===== config.mk =====
export PLATFORM = sky130hd
export DESIGN_NAME = vga_timing_sched
export DESIGN_NICKNAME = d
export VERILOG_FILES = /design/src/rtl/vga_timing_pkg.sv /design/src/rtl/vga_axis_counter.sv /design/src/rtl/vga_timing_sched.sv
export SDC_FILE = /design/constraint.sdc
export NUM_CORES = 1
export LEC_CHECK = 0
export ABC_AREA = 1
export CAP_MARGIN = 20
export CORE_MARGIN = 2
export CORE_UTILIZATION = 54
export DETAILED_ROUTE_END_ITERATION = 8
export HOLD_SLACK_MARGIN = 0.05
export PLACE_DENSITY = 0.79
export SLEW_MARGIN = 40
export SYNTH_ARGS = -nofsm -noshare
export SYNTH_HDL_FRONTEND = slang
export SYNTH_HIERARCHICAL = 1
export SYNTH_SLANG_ARGS = --single-unit

===== constraint.sdc =====
create_clock -name clk -period 2.3 [get_ports clk]
set_input_delay 0.46 -clock clk [delete_from_list [all_inputs] [get_ports clk]]
set_output_delay 0.46 -clock clk [all_outputs]
set_load 0.01 [all_outputs]

===== src/rtl/vga_timing_pkg.sv =====
// Default 640x480@60 raster timing constants shared by the VGA timing scheduler.
package vga_timing_pkg;

  localparam int H_DISPLAY = 640;
  localparam int H_FRONT   = 16;
  localparam int H_SYNC    = 96;
  localparam int H_BACK    = 48;
  localparam int V_DISPLAY = 480;
  localparam int V_FRONT   = 10;
  localparam int V_SYNC    = 2;
  localparam int V_BACK    = 33;

  localparam int H_TOTAL = H_DISPLAY + H_FRONT + H_SYNC + H_BACK;
  localparam int V_TOTAL = V_DISPLAY + V_FRONT + V_SYNC + V_BACK;

  localparam int POS_W   = 10;
  localparam int FRAME_W = 8;

endpackage


===== src/rtl/vga_axis_counter.sv =====
// One raster axis: wrap counter with enable, plus sync-window and active-window decode.
module vga_axis_counter
  import vga_timing_pkg::*;
#(
  parameter int TOTAL      = H_TOTAL,
  parameter int SYNC_START = H_DISPLAY + H_FRONT,
  parameter int SYNC_END   = H_DISPLAY + H_FRONT + H_SYNC - 1,
  parameter int ACTIVE     = H_DISPLAY,
  parameter int W          = POS_W
) (
  input  logic         clk,
  input  logic         rst,
  input  logic         en_i,
  output logic [W-1:0] count_o,
  output logic         wrap_o,
  output logic         sync_o,
  output logic         active_o
);

  localparam logic [W-1:0] LAST   = W'(TOTAL - 1);
  localparam logic [W-1:0] SYNC_S = W'(SYNC_START);
  localparam logic [W-1:0] SYNC_E = W'(SYNC_END);
  localparam logic [W-1:0] ACT_N  = W'(ACTIVE);

  logic [W-1:0] count_q, count_d;

  always_comb begin
    count_d = count_q;
    if (en_i) begin
      count_d = (count_q == LAST) ? '0 : count_q + 1'b1;
    end
  end

  always_ff @(posedge clk) begin
    if (rst) begin
      count_q <= '0;
    end else begin
      count_q <= count_d;
    end
  end

  // Sync/active are raw (active-high) window decodes; polarity is applied by the top.
  assign count_o  = count_q;
  assign wrap_o   = en_i && (count_q == LAST);
  assign sync_o   = (count_q >= SYNC_S) && (count_q <= SYNC_E);
  assign active_o = count_q < ACT_N;

endmodule


===== src/rtl/vga_timing_sched.sv =====
// VGA raster timing scheduler: registered sync/enable/position/strobes and frame counter.
// Optional macro VGA_PAUSE_EN adds pause_i, which freezes frame_count at frame wrap.
module vga_timing_sched
  import vga_timing_pkg::*;
#(
  parameter int   H_DISPLAY_P = H_DISPLAY,
  parameter int   H_FRONT_P   = H_FRONT,
  parameter int   H_SYNC_P    = H_SYNC,
  parameter int   H_BACK_P    = H_BACK,
  parameter int   V_DISPLAY_P = V_DISPLAY,
  parameter int   V_FRONT_P   = V_FRONT,
  parameter int   V_SYNC_P    = V_SYNC,
  parameter int   V_BACK_P    = V_BACK,
  parameter logic SYNC_ACTIVE = 1'b0
) (
  input  logic               clk,
  input  logic               rst,
  input  logic               pix_en_i,
`ifdef VGA_PAUSE_EN
  input  logic               pause_i,
`endif
  output logic               hsync_o,
  output logic               vsync_o,
  output logic               display_on_o,
  output logic [POS_W-1:0]   hpos_o,
  output logic [POS_W-1:0]   vpos_o,
  output logic               line_start_o,
  output logic               frame_start_o,
  output logic [FRAME_W-1:0] frame_count_o
);

  localparam int HT = H_DISPLAY_P + H_FRONT_P + H_SYNC_P + H_BACK_P;
  localparam int VT = V_DISPLAY_P + V_FRONT_P + V_SYNC_P + V_BACK_P;

  logic [POS_W-1:0] h_cnt, v_cnt;
  logic             h_wrap, v_wrap, h_sync, v_sync, h_act, v_act;

  vga_axis_counter #(
    .TOTAL(HT), .SYNC_START(H_DISPLAY_P + H_FRONT_P),
    .SYNC_END(H_DISPLAY_P + H_FRONT_P + H_SYNC_P - 1), .ACTIVE(H_DISPLAY_P), .W(POS_W)
  ) u_h (
    .clk(clk), .rst(rst), .en_i(pix_en_i),
    .count_o(h_cnt), .wrap_o(h_wrap), .sync_o(h_sync), .active_o(h_act)
  );

  vga_axis_counter #(
    .TOTAL(VT), .SYNC_START(V_DISPLAY_P + V_FRONT_P),
    .SYNC_END(V_DISPLAY_P + V_FRONT_P + V_SYNC_P - 1), .ACTIVE(V_DISPLAY_P), .W(POS_W)
  ) u_v (
    .clk(clk), .rst(rst), .en_i(h_wrap),
    .count_o(v_cnt), .wrap_o(v_wrap), .sync_o(v_sync), .active_o(v_act)
  );

  // Internal frame tally advances with the raster wrap; the registered output picks it
  // up one pixel later, together with the frame_start strobe for (0,0).
  logic [FRAME_W-1:0] frame_cnt_q, frame_cnt_d;
  logic               frame_inc;

`ifdef VGA_PAUSE_EN
  assign frame_inc = v_wrap && !pause_i;
`else
  assign frame_inc = v_wrap;
`endif

  logic [POS_W-1:0]   hpos_q, hpos_d, vpos_q, vpos_d;
  logic               hsync_q, hsync_d, vsync_q, vsync_d, disp_q, disp_d;
  logic               line_q, line_d, frame_q, frame_d;
  logic [FRAME_W-1:0] fcount_q, fcount_d;

  always_comb begin
    frame_cnt_d = frame_inc ? frame_cnt_q + 1'b1 : frame_cnt_q;
    hpos_d   = hpos_q;
    vpos_d   = vpos_q;
    hsync_d  = hsync_q;
    vsync_d  = vsync_q;
    disp_d   = disp_q;
    fcount_d = fcount_q;
    line_d   = 1'b0;
    frame_d  = 1'b0;
    if (pix_en_i) begin
      hpos_d   = h_cnt;
      vpos_d   = v_cnt;
      hsync_d  = h_sync ? SYNC_ACTIVE : ~SYNC_ACTIVE;
      vsync_d  = v_sync ? SYNC_ACTIVE : ~SYNC_ACTIVE;
      disp_d   = h_act && v_act;
      fcount_d = frame_cnt_q;
      line_d   = (h_cnt == '0);
      frame_d  = (h_cnt == '0) && (v_cnt == '0);
    end
  end

  always_ff @(posedge clk) begin
    if (rst) begin
      frame_cnt_q <= '0;
      hpos_q      <= '0;
      vpos_q      <= '0;
      hsync_q     <= ~SYNC_ACTIVE;
      vsync_q     <= ~SYNC_ACTIVE;
      disp_q      <= 1'b0;
      fcount_q    <= '0;
      line_q      <= 1'b0;
      frame_q     <= 1'b0;
    end else begin
      frame_cnt_q <= frame_cnt_d;
      hpos_q      <= hpos_d;
      vpos_q      <= vpos_d;
      hsync_q     <= hsync_d;
      vsync_q     <= vsync_d;
      disp_q      <= disp_d;
      fcount_q    <= fcount_d;
      line_q      <= line_d;
      frame_q     <= frame_d;
    end
  end

  assign hpos_o        = hpos_q;
  assign vpos_o        = vpos_q;
  assign hsync_o       = hsync_q;
  assign vsync_o       = vsync_q;
  assign display_on_o  = disp_q;
  assign line_start_o  = line_q;
  assign frame_start_o = frame_q;
  assign frame_count_o = fcount_q;

endmodule


==> impl_results.md, run 1 <==
- Post-synthesis mux area share: 0.007466
- Final Hold Slack: 481.7 ps
- Starting density of the core: 0.5639
- Clock-pin slew on the worst setup and hold paths: 70 ps
- Area share of fa/ha/maj cells after synthesis: 0.02333
- Max_slew headroom: 0.6758
- Worst Setup SP: u_h/count_o[0]
- Mapped Area: 2681 sq um
- Share of the synthesized area in the top cell type: 0.4554
- Setup bufs post-CTS: 0
- Ranking of synthesized cells by area: dfxtp_1 46%, nor2_1 9.4%, nand2_1 8.1%, o21ai_0 7.1%, inv_1 6.6%
- CP peak stage delay: 390 ps
- Layout cells sized above 1: 0.09420
- Root Buffer Master: clkbuf_8
- Worst r2r path cells: 14
- Area leader, netlist: dfxtp_1
- Commonest cells in the netlist: 67 x nor2_1, 61 x dfxtp_1, 58 x nand2_1, 47 x inv_1, 38 x o21ai_0
- Post-synthesis cell type count: 25
- Ant. Diodes: 0
- Period minus WS final: 1941 ps
- Largest net degree at the start of global routing: 51
- WS Path Type: reg -> reg
- Via count of the routed design: 2435
- Fin. Hold Viols: 0
- Largest family of logic cells by synthesized area: simple AND/OR/NAND/NOR gates
- Die ar.: 5545 sq um
- Cell Rows: 25
- P_leak: 1.356 nW
- Worst path bufs/invs: 2
- Die Y: 74.47 microns
- Post-synth EDFFs: 0
- Routed Antenna Nets: 0
- Critical Path Sink: frame_cnt_q[6]
- Family with the most delay on the worst path: simple AND/OR/NAND/NOR gates
- Vias in the first global route: 2288
- First-pass GRT wire length: 9818 microns
- Total routed wirelength: 5846 microns
- Core Region: 4755 sq um
- Most Frequent Cell on Critical Path: nand3_1
- Worst Path Required: 2540 ps
- Post-Synthesis Cells: 369
- Tcrit/Tclk final: 0.8440
- Clock tree sinks: 61
- Initial DRT Pass Iterations: 4
- CP max stage cell: dfxtp_2
- Final Wtd Congestion: 0.9465
- Synth Area in XOR/XNOR: 0.02287
- Horiz. Die Dim: 74.47 microns
- GRT overflow: 0
- CP Cell Sequence: ha_1 > nand2_1 > nor2_1 > nand3_1 > inv_1 > nand2_1 > nor2_1 > nand3_1 > inv_2 > nand3_1 > nor2_2 > nand3_1 > nand2_1 > nor2_1
- Antenna violations before repair: 0
- Peak VDD IR: 0.0003967 V
- DRC Markers: 0
- Final Skew: 6.790 ps
- Most common cell in the netlist: nor2_1
- Synthesis-to-finish area growth: 23.05%
- Nets: 417
- Crit-path max FO: 6
- Max Clk Rate: 0.5152 GHz
- Worst path depth: 14
- Reg-to-reg startpoint: u_h/count_o[0]
- Worst hold path type: reg -> reg
- Via density: 5.062
- Post-DP HPWL: 3922 microns
- Avg Inst Size Synth: 7.266 sq um
- Synthesis Warnings: 6
- Total negative setup slack: 0 ps
- Syn nets: 377
- Deepest clock path buffer count: 2
- Synth Flop Type: dfxtp_1
- Worst-Margin Slew: 485.6 ps
- Pwr Density: 694.8 nW/um^2
- RSZ-0062 raised after global routing: false
- Worst Setup End Kind: register
- Status: complete, no violations
- Post-synthesis register bit count: 61
- DR iter-0 viols: 163
- Post-synthesis compound-gate area fraction: 0.1321
- Simple-gate area share of the yosys netlist: 0.2697
- Clk Latency, worst-skew pair: 340 ps
- Final setup viols: 0
- Flop2flop setup slack: 360 ps
- Max cap viols: 0
- Ports: 36
- CTS tree: built
- CP startpoint kind: register
- Async S/R FF share, synth: 0
- Final Max Slew Viols: 0
- IO Port Bufs: 35
- Tot GR Track Use: 0.2368
- H-tree levels: 3
- Crit path DAT: 2180 ps
- Register area share after synthesis: 0.4554
- WL/cell: 12.15 microns
- CTS Buf Count: 9
- Worst R2R End: frame_cnt_q[6]
==> routing by layer <==
| metal | share of wire | wire (microns) | GRT usage | up-vias |
|---|---|---|---|---|
| li1 | - | - | - | 1245 |
| met5 | 0 | 0 | 0 | - |
| met2 | 0.49 | 2876 | 0.4012 | 69 |
| met4 | 0.019 | 110 | 0.1052 | 0 |
| met1 | 0.45 | 2612 | 0.2779 | 1107 |
| met3 | 0.042 | 247 | 0.06911 | 14 |
==> power by group <==
group | leakage [nW] | total [mW] | switching [mW] | internal, mW
Sequential | 0.498 | 1.11 | 0.0185 | 1.09
Combinational | 0.750 | 0.161 | 0.0843 | 0.0763
Clock | 0.107 | 1.02 | 0.419 | 0.605
Total | 1.36 | 2.29 | 0.521 | 1.77
==> through the flow <==
stage / instances / setup WS [ps] / util / power (mW) / cell area (sq um)
floorplan: 369 / 381.9 / - / 1.210 / 2681
global placement: 465 / 112.5 / 0.6500 / 1.290 / 3090
detailed placement: 465 / 73.37 / 0.6500 / 1.293 / 3090
CTS: 481 / 248.2 / 0.6934 / 2.296 / 3297
global route: 481 / 34.85 / 0.6939 / 2.371 / 3299
finish: 481 / 358.9 / 0.6939 / 2.293 / 3299
==> worst register-to-register path, delay by kind of cell (launching register included) <==
family / cells / cell delay (ps)
buffers and inverters: 2 / 200
adders and majority gates: 1 / 210
and+or+nand+nor: 11 / 1040
DFF: 1 / 390
==> cells in the final DEF, fill, tap and decap left out <==
cell,n
nand2_1,58
o21bai_2,1
clkdlybuf4s50_1,35
inv_1,46
clkbuf_1,2
clkbuf_8,9
nor3b_1,1
o21ai_1,2
clkinv_2,3
o21ai_0,38
nand4_1,4
bufinv_16,2
dfxtp_2,2
ha_1,5
xor2_1,6
nor2_4,3
mux2i_1,2
nor2_1,67
nor3_1,5
inv_2,3
nand3_2,2
dfxtp_1,59
nand2_2,6
o21bai_1,1
nor2_2,4
nand3_1,16
buf_4,4
a21oi_1,27
xnor2_1,1
==> cell type report <==
type / instances / area, sq um
inverters: 49 / 183.9
flip-flops and latches: 61 / 1224
clock buffers: 11 / 131.4
fillers: 419 / 1455
repair buffers: 39 / 380.4
well taps: 67 / 83.83
clock inverters: 5 / 75.07
multi-input cells: 249 / 1221
==> state kept, by name (all words and copies together) (netlist names) <==
register,flops
frame_cnt_q,8
frame_count_o,8
display_on_o,1
frame_start_o,1
line_start_o,1
hpos_o,10
vsync_o,1
u_v/count_o,10
hsync_o,1
u_h/count_o,10
vpos_o,10
==> worst min path at each step <==
stage | from | slack [ps] | cells past startpoint | to
floorplan | frame_cnt_q[7] | 450 | 2 | frame_count_o[7]
global placement | hpos_o[1] | 460 | 2 | hpos_o[1]
detailed placement | hpos_o[1] | 460 | 2 | hpos_o[1]
CTS | hpos_o[1] | 480 | 2 | hpos_o[1]
global route | vsync_o | 500 | 2 | vsync_o
finish | hpos_o[1] | 480 | 2 | hpos_o[1]
==> kinds of logic (layout without fill, tap and decap cells) <==
| group | count (synthesis) | after routing |
|---|---|---|
| simple gates | 166 | 166 |
| compound gates | 69 | 69 |
| flops | 61 | 61 |
| buf+inv | 59 | 104 |
| xor+xnor | 7 | 7 |
| fa+ha+maj | 5 | 5 |
| mux | 2 | 2 |
==> repair_timing <==
item                                    CTS  global route
resized for setup                         0             3
hold buffers                              0             0
endpoints found under the setup margin    0             5
Power figures use the tool's default switching activity.
==> run 2: changes to the inputs <==
- clock period: 2.3 -> 1.95 ns (I/O delays scaled with it)
==> run 2 against run 1 <==
Final area is 3.5% higher. Wire length is 1.3% higher. Total power is 21% higher. Clock power is 23% higher. Largest cell class is now multi-input gates.
==> impl_results.md, run 2 (same netlist as run 1, synthesis figures left out) <==
- Setup ws final: 188.2 ps
- Die Y: 74.47 microns
- DR iter-0 viols: 146
- Clock tree sinks: 61
- DRC Markers: 0
- Clk Latency, worst-skew pair: 340 ps
- CP startpoint kind: input pin
- Tot GR Track Use: 0.2335
- Worst slack, placed: -198.0 ps
- Via count of the routed design: 2476
- Layout cells sized above 1: 0.1297
- Commonest non-fill, non-tap cell in the layout: nor2_1
- Final setup viols: 0
- Worst hold path type: reg -> reg
- Period minus WS final: 1762 ps
- Final Skew: 9.961 ps
- Fin. Hold Viols: 0
- Final Wtd Congestion: 0.9321
- P_leak: 1.412 nW
- Root Buffer Master: clkbuf_8
- Hold Path Depth: 2
- Worst Setup End Kind: register
- Via density: 5.043
- Crit path DAT: 2040 ps
- Fill cells: 390
- Flop2flop setup slack: 200 ps
- Initial DRT Pass Iterations: 5
- Antenna violations before repair: 0
- Status: complete, no violations
- WS Path Type: in -> reg
- Routed Antenna Nets: 0
- First-pass GRT wire length: 9729 microns
- Starting density of the core: 0.5639
- GRT overflow: 0
- CTS Buf Count: 9
- Peak VDD IR: 0.0006331 V
- Worst r2r path cells: 15
- Deepest clock path buffer count: 2
- WL/cell: 12.06 microns
- Ant. Diodes: 0
- Synthesis-to-finish area growth: 27.39%
- Core Region: 4755 sq um
- Worst-Margin Slew: 503.2 ps
- Largest net degree at the start of global routing: 51
- Die ar.: 5545 sq um
- Vias in the first global route: 2312
- Horiz. Die Dim: 74.47 microns
- Final Hold Slack: 482.2 ps
- Ports: 36
- Pwr Density: 808.9 nW/um^2
- Final Max Slew Viols: 0
- Max_slew headroom: 0.6640
- IO Port Bufs: 35
- Non-filler cells, final: 491
- Total power: 2.763 mW
- Crit-path max FO: 6
- CTS hold repair buffers: 0
- Post-DP HPWL: 4031 microns
- CTS tree: built
- DP Cell Count: 473
- Total routed wirelength: 5921 microns
- Max Clk Rate: 0.5676 GHz
- Worst Path Required: 2230 ps
- Tcrit/Tclk final: 0.9035
- Commonest cells after routing, fill and taps aside: 65 x nor2_1, 59 x dfxtp_1, 58 x nand2_1, 45 x inv_1, 38 x o21ai_0
- Clock-pin slew on the worst setup and hold paths: 70 ps
- Nets: 427
- Max cap viols: 0
- H-tree levels: 3
- Cell Rows: 25
[run 2: final timing paths]
kind / start / endpoint
worst max-delay path: pix_en_i / frame_cnt_q[7]
worst min-delay path: frame_cnt_q[7] / frame_count_o[7]
worst max register to register: u_h/count_o[1] / frame_cnt_q[7]
worst min register to register: frame_cnt_q[7] / frame_count_o[7]
[run 2: routing by layer]
metal	up-vias	routed length, microns	global-route usage	part of all wire
met5	-	0	0	0
met4	0	84	0.1012	0.014
met3	9	258	0.06369	0.044
met2	61	3023	0.4169	0.51
met1	1139	2556	0.2595	0.43
li1	1267	-	-	-
[run 2: per-stage QoR]
step,utilization,TNS (ps),instance area [sq um]
floorplan,-,0,2681
global placement,0.6626,-925.4,3151
detailed placement,0.6626,-1524,3151
CTS,0.7100,0,3376
global route,0.7184,-6.031,3416
finish,0.7184,0,3416
[run 2: layout make-up]
| cell class | count | area [sq um] | share of cell area |
|---|---|---|---|
| Multi-Input combinational cell | 249 | 1244 | 0.3641 |
| Sequential cell | 61 | 1224 | 0.3582 |
| Timing Repair Buffer | 49 | 455.4 | 0.1333 |
| Inverter | 49 | 183.9 | 0.05385 |
| Clock buffer | 12 | 155.1 | 0.04542 |
| Tap cell | 67 | 83.83 | 0.02454 |
| Clock inverter | 4 | 70.07 | 0.02051 |
[run 2: where the power goes]
group / switching (mW) / total [mW] / internal (mW)
Clock: 0.468 / 1.25 / 0.785
Sequential: 0.0196 / 1.31 / 1.29
Combinational: 0.107 / 0.204 / 0.0978
Total: 0.594 / 2.76 / 2.17
[run 2: worst max-delay path: stages]
cell,delay [ps]
clkdlybuf4s50_1,490
nand2_1,70
nor2_2,90
nand3_2,90
inv_2,70
nand2_1,50
nor2_1,100
nand3_1,100
inv_2,100
nand2_2,60
nor2_4,160
nand3_2,80
nand2_1,60
inv_1,30
nor2_1,90
[run 2: repair_timing]
action                                  in CTS  in global routing
endpoints found under the setup margin       0                  9
resized for setup                            0                  9
setup buffers                                0                  2
==> RTL edit, RTL diff (settings of run 1) <==
Add an input register stage for `pix_en_i`, without a reset; this delays it by one clock.
--- a/src/rtl/vga_timing_sched.sv
+++ b/src/rtl/vga_timing_sched.sv
@@ -32,6 +32,12 @@
   localparam int HT = H_DISPLAY_P + H_FRONT_P + H_SYNC_P + H_BACK_P;
   localparam int VT = V_DISPLAY_P + V_FRONT_P + V_SYNC_P + V_BACK_P;
 
+  logic pix_en_q;
+
+  always_ff @(posedge clk) begin
+    pix_en_q <= pix_en_i;
+  end
+
   logic [POS_W-1:0] h_cnt, v_cnt;
   logic             h_wrap, v_wrap, h_sync, v_sync, h_act, v_act;
 
@@ -39,7 +45,7 @@
     .TOTAL(HT), .SYNC_START(H_DISPLAY_P + H_FRONT_P),
     .SYNC_END(H_DISPLAY_P + H_FRONT_P + H_SYNC_P - 1), .ACTIVE(H_DISPLAY_P), .W(POS_W)
   ) u_h (
-    .clk(clk), .rst(rst), .en_i(pix_en_i),
+    .clk(clk), .rst(rst), .en_i(pix_en_q),
     .count_o(h_cnt), .wrap_o(h_wrap), .sync_o(h_sync), .active_o(h_act)
   );
 
@@ -77,7 +83,7 @@
     fcount_d = fcount_q;
     line_d   = 1'b0;
     frame_d  = 1'b0;
-    if (pix_en_i) begin
+    if (pix_en_q) begin
       hpos_d   = h_cnt;
       vpos_d   = v_cnt;
       hsync_d  = h_sync ? SYNC_ACTIVE : ~SYNC_ACTIVE;
Function: changed (Yosys sat finds a counterexample within 4 cycles, from zero or initial values and one cycle with rst high).
==> RTL edit against run 1 <==
Total power is 4.6% higher. Cell area increased by 1.2%. Area after synthesis is 0.75% higher. Via count down 1.8%. Global-route usage increased by 0.24 points. Routed wire length grew 0.79%. Clock power grew 9%. Sequential cell count grew 1. Worst setup slack worse by 0.084 ns. Critical endpoint unchanged. Highest routed layer unchanged.
==> RTL edit: results (changes against run 1) <==
- Worst-Margin Slew: 0.471 ns (was 0.486 ns)
- Number of clock buffers in the layout: 13 (was 11)
- Sw Ratio: 21.5% (was 22.7%)
- Clk pwr share: 46.3% (was 44.7%)
- Starting DRT DRC Count: 132 (was 163)
- Leakage Power: 0.00137 uW (was 0.00136 uW)
- First-pass GRT wire length: 10000 um (was 9820 um)
- Syn_nets: 378 (was 377)
- Global Route Usage Sum: 23.9% (was 23.7%)
- Vias post-DR: 2392 (was 2435)
- Cells after synthesis: 370 (was 369)
- Combinational share of power: 6.7% (was 7.0%)
- Gpl congestion: 0.835 (was 0.947)
- WL/cell: 12.2 um (about the same)
- Multi-input logic portion of the cell area: 36.6% (was 37.0%)
- Layout fillers: 423 (was 419)
- Status: complete, no violations (unchanged)
- Clock Skew: 0.00804 ns (was 0.00679 ns)
- Worst vdd ir: 469 uV (was 397 uV)
- Buffers, non-clock: 38 (was 39)
- Layout cell share with drive strength beyond 1: 9.18% (was 9.42%)
- Final period util: 88.1% (was 84.4%)
- Vias/cell: 4.97 (was 5.06)
- Buffer share of cell area: 11.2% (was 11.5%)
- Sequential share of the synthesized area: 45.9% (was 45.5%)
- DP Wirelength: 4020 um (was 3920 um)
- Largest cells by area after synthesis: dfxtp_1, nor2_1, nand2_1 (unchanged)
- Worst-path maximum fanout: 7 (was 6)
- Most frequent cells after synthesis: nor2_1, dfxtp_1, nand2_1 (unchanged)
- Arrival time at the worst endpoint: 2.27 ns (was 2.18 ns)
- Reg2Reg Setup Slack: 0.27 ns (was 0.36 ns)
[RTL edit: cell types whose count changed after synthesis, sizes merged]
cell,before,now
dfxtp,61,62
[RTL edit: kinds of logic after synthesis]
family	Yosys count	synth area share, %
buffers and inverters	59	8.85
AOI/OAI and AO/OA	69	13.1
DFF	62	45.9
xor gates and xnor gates	7	2.27
and+or+nand+nor	166	26.8
adders and majority gates	5	2.32
muxes	2	0.741
[RTL edit: stage by stage]
stage	utilization (%)	power (uW)	cell area (um2)
detailed placement	64.8	1310	3100
global route	69.8	2480	3340
finish	69.8	2400	3340
global placement	64.8	1310	3100
CTS	69.7	2410	3340
floorplan	-	1230	2700
[RTL edit: routing by layer]
layer  track usage (%)  share of wire [%]  vias to the layer above
met5                 0                  0                        -
met4              12.1                1.8                        0
met3              5.49                5.9                       12
met2              36.4                 45                       57
met1              32.0                 47                     1073
li1                  -                  -                     1250
[RTL edit: worst min path at each step]
| stage | slack, ns | start | cells past startpoint | end |
|---|---|---|---|---|
| floorplan | 0.45 | frame_cnt_q[7]$_SDFFE_PP0P_ | 2 | frame_count_o[7]$_SDFFE_PP0P_ |
| global placement | 0.46 | hsync_o$_SDFFE_PP1P_ | 2 | hsync_o$_SDFFE_PP1P_ |
| detailed placement | 0.46 | hpos_o[1]$_SDFFE_PP0P_ | 2 | hpos_o[1]$_SDFFE_PP0P_ |
| CTS | 0.48 | hpos_o[1]$_SDFFE_PP0P_ | 2 | hpos_o[1]$_SDFFE_PP0P_ |
| global route | 0.50 | hpos_o[1]$_SDFFE_PP0P_ | 2 | hpos_o[1]$_SDFFE_PP0P_ |
| finish | 0.48 | hpos_o[1]$_SDFFE_PP0P_ | 2 | hpos_o[1]$_SDFFE_PP0P_ |
